==> src/rtl/cpu_defs_pkg.sv <==
`default_nettype none
// ============================================================================
//  Module      : cpu_defs_pkg
//  Description : Shared opcode/state encodings and default widths for the
//                accumulator CPU sequencer and its datapath bench.
//  Revision    : 1.0  initial release
// ============================================================================
package cpu_defs_pkg;

    localparam int WORD_W_DEFAULT = 8;
    localparam int OP_W_DEFAULT   = 3;

    typedef enum logic [OP_W_DEFAULT-1:0] {
        OP_LOAD  = 3'b000,
        OP_STORE = 3'b001,
        OP_ADD   = 3'b010,
        OP_SUB   = 3'b011,
        OP_XOR   = 3'b100,
        OP_BNE   = 3'b101,
        OP_BEQ   = 3'b110,
        OP_HALT  = 3'b111
    } op_e;

    typedef enum logic [3:0] {
        FETCH   = 4'd0,
        MREAD_I = 4'd1,
        LOAD_IR = 4'd2,
        DECODE  = 4'd3,
        WR_MDR  = 4'd4,
        MWRITE  = 4'd5,
        MREAD_D = 4'd6,
        EXEC    = 4'd7,
        HALT    = 4'd8
    } state_e;

endpackage : cpu_defs_pkg
`default_nettype wire

==> src/rtl/sequencer.sv <==
`default_nettype none
// ============================================================================
//  Module      : sequencer
//  Description : Control FSM for a single-accumulator CPU; Moore outputs per
//                state, with opcode/zero-flag qualifying DECODE and EXEC.
//  Revision    : 1.0  initial release
// ============================================================================
module sequencer
    import cpu_defs_pkg::*;
#(
    parameter int WORD_W = WORD_W_DEFAULT,
    parameter int OP_W   = OP_W_DEFAULT
) (
    input  logic            clock,
    input  logic            reset,
    input  logic [OP_W-1:0] op,
    input  logic            z_flag,
    input  logic            mem_ready,
    output logic            ACC_bus,
    output logic            load_ACC,
    output logic            ALU_ACC,
    output logic            ALU_add,
    output logic            ALU_sub,
    output logic            ALU_xor,
    output logic            PC_bus,
    output logic            load_PC,
    output logic            INC_PC,
    output logic            Addr_bus,
    output logic            load_IR,
    output logic            load_MAR,
    output logic            MDR_bus,
    output logic            load_MDR,
    output logic            CS,
    output logic            R_NW,
    output logic            halted
);

    // The decode table is written for the 3-bit opcode set only.
    if (OP_W != OP_W_DEFAULT || WORD_W < 1) begin : g_param_check
        $error("sequencer: OP_W must be %0d and WORD_W positive", OP_W_DEFAULT);
    end

    state_e r_state;
    state_e w_state_next;
    op_e    w_op;

    assign w_op = op_e'(op);

    always_ff @(posedge clock) begin
        if (reset) begin
            r_state <= FETCH;
        end else begin
            r_state <= w_state_next;
        end
    end

    always_comb begin
        w_state_next = r_state;
        ACC_bus      = 1'b0;
        load_ACC     = 1'b0;
        ALU_ACC      = 1'b0;
        ALU_add      = 1'b0;
        ALU_sub      = 1'b0;
        ALU_xor      = 1'b0;
        PC_bus       = 1'b0;
        load_PC      = 1'b0;
        INC_PC       = 1'b0;
        Addr_bus     = 1'b0;
        load_IR      = 1'b0;
        load_MAR     = 1'b0;
        MDR_bus      = 1'b0;
        load_MDR     = 1'b0;
        CS           = 1'b0;
        R_NW         = 1'b0;
        halted       = 1'b0;

        case (r_state)
            FETCH: begin
                PC_bus       = 1'b1;
                load_MAR     = 1'b1;
                INC_PC       = 1'b1;
                load_PC      = 1'b1;
                w_state_next = MREAD_I;
            end
            MREAD_I: begin
                CS   = 1'b1;
                R_NW = 1'b1;
                if (mem_ready) w_state_next = LOAD_IR;
            end
            LOAD_IR: begin
                MDR_bus      = 1'b1;
                load_IR      = 1'b1;
                w_state_next = DECODE;
            end
            DECODE: begin
                case (w_op)
                    OP_LOAD, OP_ADD, OP_SUB, OP_XOR: begin
                        Addr_bus     = 1'b1;
                        load_MAR     = 1'b1;
                        w_state_next = MREAD_D;
                    end
                    OP_STORE: begin
                        Addr_bus     = 1'b1;
                        load_MAR     = 1'b1;
                        w_state_next = WR_MDR;
                    end
                    OP_BNE, OP_BEQ: begin
                        // Taken branch loads the operand address into PC.
                        if ((w_op == OP_BNE) != z_flag) begin
                            Addr_bus = 1'b1;
                            load_PC  = 1'b1;
                        end
                        w_state_next = FETCH;
                    end
                    default: w_state_next = HALT;
                endcase
            end
            WR_MDR: begin
                ACC_bus      = 1'b1;
                load_MDR     = 1'b1;
                w_state_next = MWRITE;
            end
            MWRITE: begin
                CS = 1'b1;
                if (mem_ready) w_state_next = FETCH;
            end
            MREAD_D: begin
                CS   = 1'b1;
                R_NW = 1'b1;
                if (mem_ready) w_state_next = EXEC;
            end
            EXEC: begin
                MDR_bus  = 1'b1;
                load_ACC = 1'b1;
                case (w_op)
                    OP_ADD: begin
                        ALU_ACC = 1'b1;
                        ALU_add = 1'b1;
                    end
                    OP_SUB: begin
                        ALU_ACC = 1'b1;
                        ALU_sub = 1'b1;
                    end
                    OP_XOR: begin
                        ALU_ACC = 1'b1;
                        ALU_xor = 1'b1;
                    end
                    default: ;
                endcase
                w_state_next = FETCH;
            end
            HALT: begin
                halted = 1'b1;
            end
            default: w_state_next = FETCH;
        endcase

        // Reset silences every control line in the same cycle it is applied.
        if (reset) begin
            ACC_bus  = 1'b0;
            load_ACC = 1'b0;
            ALU_ACC  = 1'b0;
            ALU_add  = 1'b0;
            ALU_sub  = 1'b0;
            ALU_xor  = 1'b0;
            PC_bus   = 1'b0;
            load_PC  = 1'b0;
            INC_PC   = 1'b0;
            Addr_bus = 1'b0;
            load_IR  = 1'b0;
            load_MAR = 1'b0;
            MDR_bus  = 1'b0;
            load_MDR = 1'b0;
            CS       = 1'b0;
            R_NW     = 1'b0;
            halted   = 1'b0;
        end
    end

endmodule : sequencer
`default_nettype wire
==> config.mk <==
export PLATFORM = sky130hd
export DESIGN_NAME = sequencer
export DESIGN_NICKNAME = d
export VERILOG_FILES = /design/src/rtl/cpu_defs_pkg.sv /design/src/rtl/sequencer.sv
export SDC_FILE = /design/constraint.sdc
export NUM_CORES = 1
export LEC_CHECK = 0
export ABC_AREA = 1
export BUFFER_PORTS_ARGS = -buffer_cell sky130_fd_sc_hd__buf_2
export CELL_PAD_IN_SITES_DETAIL_PLACEMENT = 1
export CELL_PAD_IN_SITES_GLOBAL_PLACEMENT = 1
export CORE_UTILIZATION = 24
export DETAILED_ROUTE_END_ITERATION = 12
export PLACE_DENSITY = 0.74
export REMOVE_ABC_BUFFERS = 1
export SKIP_CTS_REPAIR_TIMING = 1
export SYNTH_ARGS = -nofsm -noshare
export SYNTH_HDL_FRONTEND = slang
export SYNTH_SLANG_ARGS = --single-unit
==> constraint.sdc <==
create_clock -name clock -period 1.2 [get_ports clock]
set_clock_uncertainty 0.15 [all_clocks]
set_input_delay 0.12 -clock clock [delete_from_list [all_inputs] [get_ports clock]]
set_output_delay 0.12 -clock clock [all_outputs]
set_load 0.05 [all_outputs]
==> flow_summary.html <==
<table>
<tr><th>Metric</th><th>Value</th></tr>
<tr><th colspan="2">Route</th></tr>
<tr><td>Vias per cell</td><td>4.71</td></tr>
<tr><td>Number of antenna-violating nets in the routed design</td><td>0</td></tr>
<tr><td>Number of vias after detailed routing</td><td>720</td></tr>
<tr><td>Initial detailed-routing violation count</td><td>18</td></tr>
<tr><td>Routed Wire Length</td><td>2220 um</td></tr>
<tr><td>First-pass iteration count of the detailed router</td><td>2</td></tr>
<tr><td>Average wire length per cell after detail routing</td><td>14.5 um</td></tr>
<tr><td>Detailed-route DRC error count</td><td>0</td></tr>
<tr><th colspan="2">Placed design</th></tr>
<tr><td>I/O Buffers</td><td>23</td></tr>
<tr><td>Placement-stage worst setup slack</td><td>-0.365 ns</td></tr>
<tr><td>RD Place Congestion</td><td>0.784</td></tr>
<tr><td>Detail Placement HPWL</td><td>1350 um</td></tr>
<tr><th colspan="2">Final layout</th></tr>
<tr><td>Largest registers</td><td>r_state: 4 flops</td></tr>
<tr><td>Signed area change from the synthesized netlist to the final layout</td><td>114%</td></tr>
<tr><td>Fraction of final layout cells sized beyond drive strength 1</td><td>69.5%</td></tr>
<tr><td>Ant. Diodes</td><td>0</td></tr>
<tr><td>Filler Cell Count</td><td>245</td></tr>
<tr><td>Most flops, register</td><td>r_state</td></tr>
<tr><td># nets final</td><td>137</td></tr>
<tr><td>Number of flip-flops in the largest register</td><td>4</td></tr>
<tr><th colspan="2">Worst setup path</th></tr>
<tr><td>Sort of element at the start of the critical path</td><td>flip-flop</td></tr>
<tr><td>Type of destination of the critical path</td><td>output port</td></tr>
<tr><td>Critical R2R Launch</td><td>r_state[2]</td></tr>
<tr><td>R2R cell count</td><td>8</td></tr>
<tr><td>Required time of the critical path</td><td>0.93 ns</td></tr>
<tr><td>Worst Path Class, Setup</td><td>reg2out</td></tr>
<tr><td>Critical register-to-register path endpoint</td><td>r_state[2]</td></tr>
<tr><td>Arrival time reported for the critical path endpoint</td><td>1.40 ns</td></tr>
<tr><td>Register-to-register setup slack</td><td>-0.19 ns</td></tr>
<tr><td>Maximum fanout along the worst path</td><td>3</td></tr>
<tr><th colspan="2">Power</th></tr>
<tr><td>Sequential cell fraction of total power</td><td>18.3%</td></tr>
<tr><td>Combinational share of power</td><td>63.8%</td></tr>
<tr><td>Power per cell area</td><td>1020 nW/um2</td></tr>
<tr><td>Static leakage power</td><td>0.502 nW</td></tr>
<tr><td>Max IR drop VDD</td><td>489 uV</td></tr>
<tr><td>Switch share</td><td>48.7%</td></tr>
<tr><td>Net switching power</td><td>0.000487 W</td></tr>
<tr><td>Int Power</td><td>0.000512 W</td></tr>
<tr><td>Clk pwr share</td><td>17.9%</td></tr>
<tr><th colspan="2">Timing</th></tr>
<tr><td>Final Cycle Share</td><td>139%</td></tr>
<tr><td>Max transition margin</td><td>80.6%</td></tr>
<tr><td>Transition time of the tightest slew-check pin</td><td>0.288 ns</td></tr>
<tr><td>Timing-limited maximum frequency</td><td>598 MHz</td></tr>
<tr><td>Fin crit period</td><td>1.67 ns</td></tr>
<tr><td>Worst-case setup margin in the final layout</td><td>-0.473 ns</td></tr>
<tr><td>Unrepaired setup endpoints after global routing</td><td>yes</td></tr>
<tr><td>Hold WS</td><td>0.0572 ns</td></tr>
<tr><td>Hold violation count in the final report</td><td>0</td></tr>
<tr><td>Final setup TNS</td><td>-7.23 ns</td></tr>
<tr><td>Count of pins over their slew limit</td><td>0</td></tr>
<tr><td>Number of setup violations in the final report</td><td>21</td></tr>
<tr><th colspan="2">Logic synthesis</th></tr>
<tr><td>Main synth FF type</td><td>dfxtp_1</td></tr>
<tr><td>Syn. warnings</td><td>0</td></tr>
<tr><td>Simple-gate share of the synthesized area</td><td>45.2%</td></tr>
<tr><td>Count of state elements after synthesis</td><td>4</td></tr>
<tr><td>Post-synth top cells</td><td>nor2_1, nand2_1, inv_1</td></tr>
<tr><td>Area share of xor/xnor cells in the synthesized design</td><td>0%</td></tr>
<tr><td>Mean Syn Cell Area</td><td>5.40 um2</td></tr>
<tr><td>Multiplexer share of the synthesized area</td><td>0%</td></tr>
<tr><td>Share of synthesized registers carrying an async set or reset</td><td>0%</td></tr>
<tr><td>Fraction of the mapped netlist area in adder cells</td><td>0%</td></tr>
<tr><td>Synthesized-area fraction occupied by ao, oa, aoi and oai cells</td><td>18.5%</td></tr>
<tr><td>Largest family of logic cells by synthesized area</td><td>simple AND/OR/NAND/NOR gates</td></tr>
<tr><td>Most repeated cell in the gate-level netlist after synthesis</td><td>nor2_1</td></tr>
<tr><td>Synth Instances</td><td>85</td></tr>
<tr><td>Largest cells by area after synthesis</td><td>dfxtp_1, nor2_1, nand2_1</td></tr>
<tr><td>Synthesized cell area</td><td>459 um2</td></tr>
<tr><td>Largest area contributor in the synthesized netlist</td><td>dfxtp_1</td></tr>
<tr><td>Synth cell types</td><td>19</td></tr>
<tr><td>Portion of the post-synthesis area used by sequential elements</td><td>17.4%</td></tr>
<tr><td>Count of flip-flops with a built-in enable after synthesis</td><td>0</td></tr>
<tr><td>Top-area cell type share of the netlist area</td><td>17.4%</td></tr>
<tr><th colspan="2">Clocking</th></tr>
<tr><td>TritonCTS buffer count</td><td>3</td></tr>
<tr><td>Clock latency at the later pin of the worst-skew pair</td><td>0.24 ns</td></tr>
<tr><td>Clk Tree Root Cell</td><td>clkbuf_4</td></tr>
<tr><td>Clock-pin slew of the registers on the worst-case setup and hold paths</td><td>0.04 ns</td></tr>
<tr><td>Clock sink count</td><td>4</td></tr>
<tr><td>Buffers from clock root to sink, at most</td><td>2</td></tr>
<tr><td>Depth of the CTS H-tree</td><td>1</td></tr>
<tr><td>Clock tree from TritonCTS</td><td>done</td></tr>
<tr><th colspan="2">Min path</th></tr>
<tr><td>Hold Path Sink</td><td>r_state[3]</td></tr>
<tr><td>Hold wc startpoint</td><td>op[0]</td></tr>
<tr><td>Number of instances on the worst hold path</td><td>3</td></tr>
<tr><td>Type of the most critical hold path</td><td>in2reg</td></tr>
<tr><th colspan="2">Global routing</th></tr>
<tr><td>Overall track demand over capacity in global routing</td><td>17.8%</td></tr>
<tr><td>First-pass GRT wire length</td><td>2700 um</td></tr>
<tr><td>Largest net degree at the start of global routing</td><td>13</td></tr>
<tr><td>Global route overflow</td><td>0</td></tr>
<tr><td>Antenna violations before repair</td><td>0</td></tr>
<tr><td>Via count of the first global-routing pass</td><td>671</td></tr>
<tr><th colspan="2">Die</th></tr>
<tr><td>Die span in y</td><td>45.7 um</td></tr>
<tr><td>Chip Width</td><td>45.7 um</td></tr>
<tr><td>Die area</td><td>2090 um2</td></tr>
<tr><td>I/O pin count</td><td>24</td></tr>
<tr><td>Initial Util</td><td>26.0%</td></tr>
<tr><td>Floorplan Core Area</td><td>1760 um2</td></tr>
<tr><td>Row count</td><td>15</td></tr>
<tr><th colspan="2">Status</th></tr>
<tr><td>Run status</td><td>finished with violations</td></tr>
<tr><td>Failing checks</td><td>setup timing</td></tr>
<tr><th colspan="2">Flow run</th></tr>
<tr><td>MaxCap Viol Count</td><td>0</td></tr>
</table>
## routing by layer
layer | vias up | wire length, um | track usage, %
met3 | 2 | 34 | 2.38
met2 | 12 | 1230 | 31.7
li1 | 355 | - | -
met4 | 0 | 8 | 7.06
met5 | - | 0 | 0
met1 | 351 | 950 | 21.4
## kinds of logic (layout without fill, tap and decap cells)
group	count (synthesis)	in the layout
and+or+nand+nor	46	46
buffers and inverters	19	62
AOI/OAI and AO/OA	16	16
DFF	4	4
## critical path, cell delays in order, from the launching register on
cell and delay [ns]:
dfxtp_4 0.35, inv_2 0.07, nand2_2 0.06, nor2_1 0.11
nand2_1 0.11, inv_2 0.09, nand3_2 0.08, nor2_2 0.13
buf_6 0.16
## per-stage QoR
step / util, % / std cells / area [um2] / power [W]
floorplan: - / 81 / 429 / 0.000466
detailed placement: 39.4 / 145 / 696 / 0.000628
finish: 55.7 / 153 / 982 / 0.000999
global route: 55.7 / 153 / 982 / 0.00105
CTS: 40.7 / 148 / 718 / 0.000810
global placement: 39.4 / 145 / 696 / 0.000616
## power by group through the flow
stage | combinational [W] | sequential [W] | clock, W
2_1_floorplan | 0.000293 | 0.000173 | 0
6_report | 0.000637 | 0.000183 | 0.000179
5_1_grt | 0.000672 | 0.000186 | 0.000191
4_1_cts | 0.000457 | 0.000172 | 0.000181
3_5_place_dp | 0.000454 | 0.000174 | 0
3_3_place_gp | 0.000443 | 0.000173 | 0
## how the worst max path moves through the flow
stage | to | slack [ns] | cells after the start | startpoint
after floorplan | ACC_bus | -2.39 | 1 | r_state[0]
after global placement | ALU_sub | -0.28 | 7 | r_state[0]
after detailed placement | ALU_sub | -0.37 | 7 | r_state[0]
after CTS | ALU_sub | -0.63 | 7 | r_state[0]
after global routing | ALU_add | -0.60 | 8 | r_state[3]
final | ALU_add | -0.47 | 8 | r_state[3]
## area by class of cell
type	count	area [um2]	area share [%]
Multi-Input combinational cell	62	408	41.5
Timing Repair Buffer	44	369	37.6
Sequential cell	4	95.1	9.68
Inverter	15	56.3	5.73
Tap cell	25	31.3	3.18
Clock buffer	3	22.5	2.29
## layout by cell type, fill, tap and decap left out
cell      count
a21oi_1       5
a21oi_2       5
a31oi_1       1
buf_2         7
buf_4        22
buf_6        15
clkbuf_4      3
dfxtp_4       4
inv_1         9
inv_2         6
nand2_1      10
nand2_2       6
nand2_4       4
nand3_1       2
nand3_2       4
nand4_1       1
nor2_1        7
nor2_2        7
nor2_4        4
nor4_2        1
o21ai_0       3
o21ai_1       1
o21ai_2       1
Power figures use the tool's default switching activity.
